### config.mk
export PLATFORM = sky130hd
export DESIGN_NAME = bcd_7seg_scan_flat
export DESIGN_NICKNAME = d
export VERILOG_FILES = /design/src/rtl/bcd_7seg_scan_if.sv /design/src/rtl/bcd_7seg_scan.sv /design/src/flat_wrapper.sv
export SDC_FILE = /design/constraint.sdc
export NUM_CORES = 1
export LEC_CHECK = 0
export ABC_CLOCK_PERIOD_IN_PS = 1800
export CORE_ASPECT_RATIO = 0.8
export CORE_UTILIZATION = 48
export DETAILED_ROUTE_END_ITERATION = 16
export PLACE_DENSITY = 0.85
export SLEW_MARGIN = 5
export SYNTH_ARGS = -nofsm -noshare
export SYNTH_HDL_FRONTEND = slang
export SYNTH_SLANG_ARGS = --single-unit
### constraint.sdc
create_clock -name clk -period 1.8 [get_ports clk]
set_clock_uncertainty 0.1 [all_clocks]
set_input_delay 0.36 -clock clk [delete_from_list [all_inputs] [get_ports clk]]
set_output_delay 0.36 -clock clk [all_outputs]
set_load 0.02 [all_outputs]
### src/rtl/bcd_7seg_scan_if.sv
// rtl/bcd_7seg_scan_if.sv - BCD capture inputs and multiplexed 7-segment outputs
// master drives the BCD word; slave is the display scanner.
interface bcd_7seg_scan_if;
  logic [15:0] bcd_in;
  logic        load;
  logic [6:0]  seg;
  logic [3:0]  an;
  logic        frame_sync;

  modport master (
    output bcd_in,
    output load,
    input  seg,
    input  an,
    input  frame_sync
  );

  modport slave (
    input  bcd_in,
    input  load,
    output seg,
    output an,
    output frame_sync
  );
endinterface

### src/rtl/bcd_7seg_scan.sv
// rtl/bcd_7seg_scan.sv - 4-digit BCD capture and time-multiplexed 7-segment scan
// Optional leading-zero blanking is enabled by defining LEADING_ZERO_BLANK_EN.
module bcd_7seg_scan #(
  parameter int unsigned REFRESH_DIV    = 50000,
  parameter int unsigned DIV_W          = 16,
  parameter bit          SEG_ACTIVE_LOW = 1'b1,
  parameter bit          AN_ACTIVE_LOW  = 1'b1
) (
  input  logic            clk,
  input  logic            rst_n,
  bcd_7seg_scan_if.slave  bus
);

  localparam logic [DIV_W-1:0] CNT_LAST = DIV_W'(REFRESH_DIV - 1);

  logic [15:0]      shadow_q, shadow_d;
  logic [DIV_W-1:0] cnt_q, cnt_d;
  logic [1:0]       idx_q, idx_d;
  logic [3:0]       an_q, an_d;
  logic [6:0]       seg_q, seg_d;
  logic             frame_sync_q, frame_sync_d;
  logic             tick;
  logic [3:0]       digit;

  function automatic logic [6:0] decode(input logic [3:0] nib);
    logic [6:0] s;
    case (nib)
      4'd0:    s = 7'h3F;
      4'd1:    s = 7'h06;
      4'd2:    s = 7'h5B;
      4'd3:    s = 7'h4F;
      4'd4:    s = 7'h66;
      4'd5:    s = 7'h6D;
      4'd6:    s = 7'h7D;
      4'd7:    s = 7'h07;
      4'd8:    s = 7'h7F;
      4'd9:    s = 7'h6F;
      default: s = 7'h40;
    endcase
    return s;
  endfunction

  always_ff @(posedge clk or negedge rst_n) begin
    if (!rst_n) begin
      shadow_q     <= 16'h0000;
      cnt_q        <= '0;
      idx_q        <= 2'd0;
      an_q         <= 4'b0000;
      seg_q        <= 7'h00;
      frame_sync_q <= 1'b0;
    end else begin
      shadow_q     <= shadow_d;
      cnt_q        <= cnt_d;
      idx_q        <= idx_d;
      an_q         <= an_d;
      seg_q        <= seg_d;
      frame_sync_q <= frame_sync_d;
    end
  end

  always_comb begin
    tick         = (cnt_q == CNT_LAST);
    cnt_d        = tick ? '0 : cnt_q + 1'b1;
    idx_d        = tick ? idx_q + 2'd1 : idx_q;
    frame_sync_d = tick && (idx_q == 2'd3);
    shadow_d     = bus.load ? bus.bcd_in : shadow_q;
  end

  // Display registers are driven from the pre-edge idx/shadow, giving one cycle of latency.
  always_comb begin
    case (idx_q)
      2'd0:    digit = shadow_q[3:0];
      2'd1:    digit = shadow_q[7:4];
      2'd2:    digit = shadow_q[11:8];
      default: digit = shadow_q[15:12];
    endcase
    an_d  = 4'b0001 << idx_q;
    seg_d = decode(digit);
`ifdef LEADING_ZERO_BLANK_EN
    case (idx_q)
      2'd3: if (shadow_q[15:12] == 4'd0) begin
        an_d  = 4'b0000;
        seg_d = 7'h00;
      end
      2'd2: if (shadow_q[15:8] == 8'd0) begin
        an_d  = 4'b0000;
        seg_d = 7'h00;
      end
      2'd1: if (shadow_q[15:4] == 12'd0) begin
        an_d  = 4'b0000;
        seg_d = 7'h00;
      end
      default: ;
    endcase
`endif
  end

  assign bus.an         = AN_ACTIVE_LOW  ? ~an_q  : an_q;
  assign bus.seg        = SEG_ACTIVE_LOW ? ~seg_q : seg_q;
  assign bus.frame_sync = frame_sync_q;

endmodule
### src/flat_wrapper.sv
// flat-port wrapper written by rule: the top's interface ports become plain ports
module bcd_7seg_scan_flat 
#(
  parameter int unsigned REFRESH_DIV    = 50000,
  parameter int unsigned DIV_W          = 16,
  parameter bit          SEG_ACTIVE_LOW = 1'b1,
  parameter bit          AN_ACTIVE_LOW  = 1'b1
)
  (clk, rst_n, bus_bcd_in, bus_load, bus_seg, bus_an, bus_frame_sync);
  bcd_7seg_scan_if bus_i ();
  input  logic clk;
  input  logic rst_n;
  input wire logic [$bits(bus_i.bcd_in)-1:0] bus_bcd_in;
  input wire logic [$bits(bus_i.load)-1:0] bus_load;
  output wire logic [$bits(bus_i.seg)-1:0] bus_seg;
  output wire logic [$bits(bus_i.an)-1:0] bus_an;
  output wire logic [$bits(bus_i.frame_sync)-1:0] bus_frame_sync;
  assign bus_i.bcd_in = bus_bcd_in;
  assign bus_i.load = bus_load;
  assign bus_seg = bus_i.seg;
  assign bus_an = bus_i.an;
  assign bus_frame_sync = bus_i.frame_sync;
  bcd_7seg_scan #(.REFRESH_DIV(REFRESH_DIV), .DIV_W(DIV_W), .SEG_ACTIVE_LOW(SEG_ACTIVE_LOW), .AN_ACTIVE_LOW(AN_ACTIVE_LOW)) u_core (.clk(clk), .rst_n(rst_n), .bus(bus_i));
endmodule
==> flow_summary.toml <==
[place]
placed_cell_area_um2 = 2690
portBuffers = 30
place_congestion = 0.846
dp_hpwl_mm = 3.04

[run_status]
status = "finished, violations left"
violations = "negative setup slack"

[floorplan]
die_h_um = 62.1
rows = 21
die-area_um2 = 4790
start_util_pct = 50.9
ioPinCount = 31
core_area_um2 = 4260
die_x_um = 77.1

[global_route]
grt_pass1_wl_mm = 7.06
globalRouteOverflowTotal = 0
grt_pass1_vias = 1538
grtUsageTotal_pct = 20.1
antenna_found_initial = 0
grt_max_degree = 25

[cts]
clockRootBuffer = "clkbuf_8"
cts_tree = "yes"
cts_made_buffers = 5
clockBufferDepth = 2
clkSlewWorstSetupHoldPaths_ps = 80
clock-sinks = 46
insertion_delay_ps = 300
cts_max_level = 2

[timing]
period_needed_ps = 2110
worst_slack_ps = -315
grt_setup_unrepaired = "yes"
relSlewSlack_pct = 64.6
hold_viol = 0
fin_crit_sh_pct = 117
worst_slew_pin_slew_ps = 531
maxSlewViolCount = 0
fmaxAchievable_mhz = 473
setup_violations = 7

[yosys]
synth_seq_area_share_pct = 53.1
syn_nets = 220
ys_warn_count = 0
synth_top_cell_by_area = "dfrtp_1"
avgSynthCellArea_um2 = 11.4
yosysUniqueCellTypes = 34
yosysTopAreaCellShare_pct = 53.1
netlist_area_um2 = 2170
ys_top_cells_by_area = "dfrtp_1, mux2_2, ha_1, inv_1, xnor2_1"
synthCells = 190
synth_seq_cells = 46

[layout]
stdcell_area_um2 = 2940
drive_gt1_share_pct = 29.6
register_area_um2 = 1150
nFillCells = 339
multi_input_area_um2 = 1010
nNetsFinal = 278
fin_util_pct = 69.1
synthToLayoutAreaGrowth_pct = 35.8
diodes = 0

[power]
power.total_uw = 2100
cellPowerDensity_nw_per_um2 = 714
vdd_drop_max_mv = 0.392
p_leak_uw = 0.00135

[drt]
drt-total-wl_mm = 4.32
firstDrtPassIters = 4
drt-initial-drc-count = 108
drc = 0
vias = 1584
ant_nets = 0
vias_per_cell = 5.21
wire_per_inst_um = 14.2

[critical_path]
worstSetupPathType = "reg -> reg"
cp.required_ps = 1870
cp-end-kind = "flop"
worstPathMaxFanout = 4
startpoint_type = "flop"
r2r_setup_slack_ps = -310
crit_start = "u_core.idx_q[0]"
reg2reg_to = "u_core.seg_q[3]"
ff2ff_path_depth = 7
crit_arrival_ps = 2180
r2r_start = "u_core.idx_q[0]"

[min_path]
hp-class = "reg -> reg"
whs_path_depth = 1
hold_path.startpoint = "u_core.cnt_q[0]"
hold_end = "u_core.cnt_q[0]"

[run]
drv_cap = 0
## worst max-delay path: stages, from the launching register on
cell and delay, ps:
dfrtp_1 400, inv_2 90, ha_4 180, a222oi_1 500, mux2i_4 170, ha_2 330, mux2i_1 150, o21ai_1 80
## sequential cells by signal (all words and copies together), names as in the netlist
name / count
u_core.cnt_q: 16
u_core.an_q: 4
u_core.idx_q: 2
u_core.bus.frame_sync: 1
u_core.shadow_q: 16
u_core.seg_q: 7
## how the worst max path moves through the flow
stage | to | slack, ps | depth (start not counted)
finish | u_core.seg_q[3] | -310 | 7
global route | u_core.seg_q[3] | -420 | 7
CTS | u_core.seg_q[0] | -310 | 8
detailed placement | u_core.seg_q[4] | -290 | 9
global placement | u_core.seg_q[5] | -220 | 8
floorplan | u_core.seg_q[0] | -90 | 7
## cell type report
| type | count | area share [%] |
|---|---|---|
| Timing Repair Buffer | 57 | 18.5 |
| Sequential cell | 46 | 39.2 |
| Multi-Input combinational cell | 117 | 34.4 |
| Clock buffer | 6 | 2.81 |
| Tap cell | 57 | 2.43 |
| Inverter | 21 | 2.68 |
## repair_timing
| item | 4_1_cts | 5_1_grt |
|---|---|---|
| buffers inserted | 6 | 0 |
| setup endpoints to repair | 7 | 13 |
| pin swaps | 6 | 2 |
| gates resized for setup | 16 | 16 |
| gates cloned | 0 | 0 |
| hold buffers | 1 | 0 |
| hold endpoints to repair | 22 | 0 |
## synth_stat cells (all sizes together)
cell type	instances
buf	6
and4	2
a31oi	1
and2	1
nand2	5
inv	21
nor4	1
mux2	17
a222oi	3
nor4b	2
ha	11
mux2i	3
o21ai	7
a22oi	1
nand4	8
a211o	1
a31o	1
xor2	5
a21oi	7
nor2	15
a211oi	1
xnor2	8
dfrtp	46
nand3	7
nand3b	1
nor2b	3
a21o	1
and3	2
nor3	3
## logic make-up after synthesis
group	Yosys count	share of synthesized area (%)
and+or+nand+nor	50	12.7
muxes	20	10.2
adders and majority gates	11	6.35
AOI/OAI and AO/OA	23	6.76
xor gates and xnor gates	13	5.26
buffers and inverters	27	5.55
DFF	46	53.1
## per-layer routing
layer | vias to the layer above | global-route usage (%) | share of wire (%) | wire length [µm]
li1 | 760 | - | - | -
met1 | 767 | 25.1 | 45 | 1940
met4 | 0 | 9.97 | 2.2 | 97
met2 | 46 | 33.7 | 47 | 2040
met3 | 11 | 5.40 | 5.5 | 239
met5 | - | 0 | 0 | 0
## placed cells by master, fill, tap and decap left out, types with 4 or more instances in the layout
master	synthesis	layout
dfrtp_1	46	45
clkdlybuf4s50_1	0	23
buf_4	0	23
inv_1	21	17
mux2_2	17	17
nor2_1	15	15
nand4_1	8	8
xnor2_1	8	8
nand3_1	7	7
a21oi_1	7	6
ha_4	0	6
clkbuf_8	0	6
dlymetal6s2s_1	0	6
nand2_1	5	5
xor2_1	5	5
inv_2	0	4
o21ai_1	0	4
## per-stage QoR
stage / hold slack, ps / setup WS [ps] / TNS, ps / std cells
final: 385 / -315 / -1780 / 304
after global routing: 442 / -418 / -2410 / 304
after CTS: 387 / -311 / -1600 / 304
after detailed placement: 276 / -295 / -1460 / 292
after global placement: 264 / -224 / -950 / 292
after floorplan: -35.6 / -94.5 / -188 / 190
## where the power goes
part           internal (µW)  switching (µW)  total (µW)
combinational            186             173         359
clock                    296             322         619
sequential              1090            26.9        1120
total                   1580             522        2100
Power figures use the tool's default switching activity.
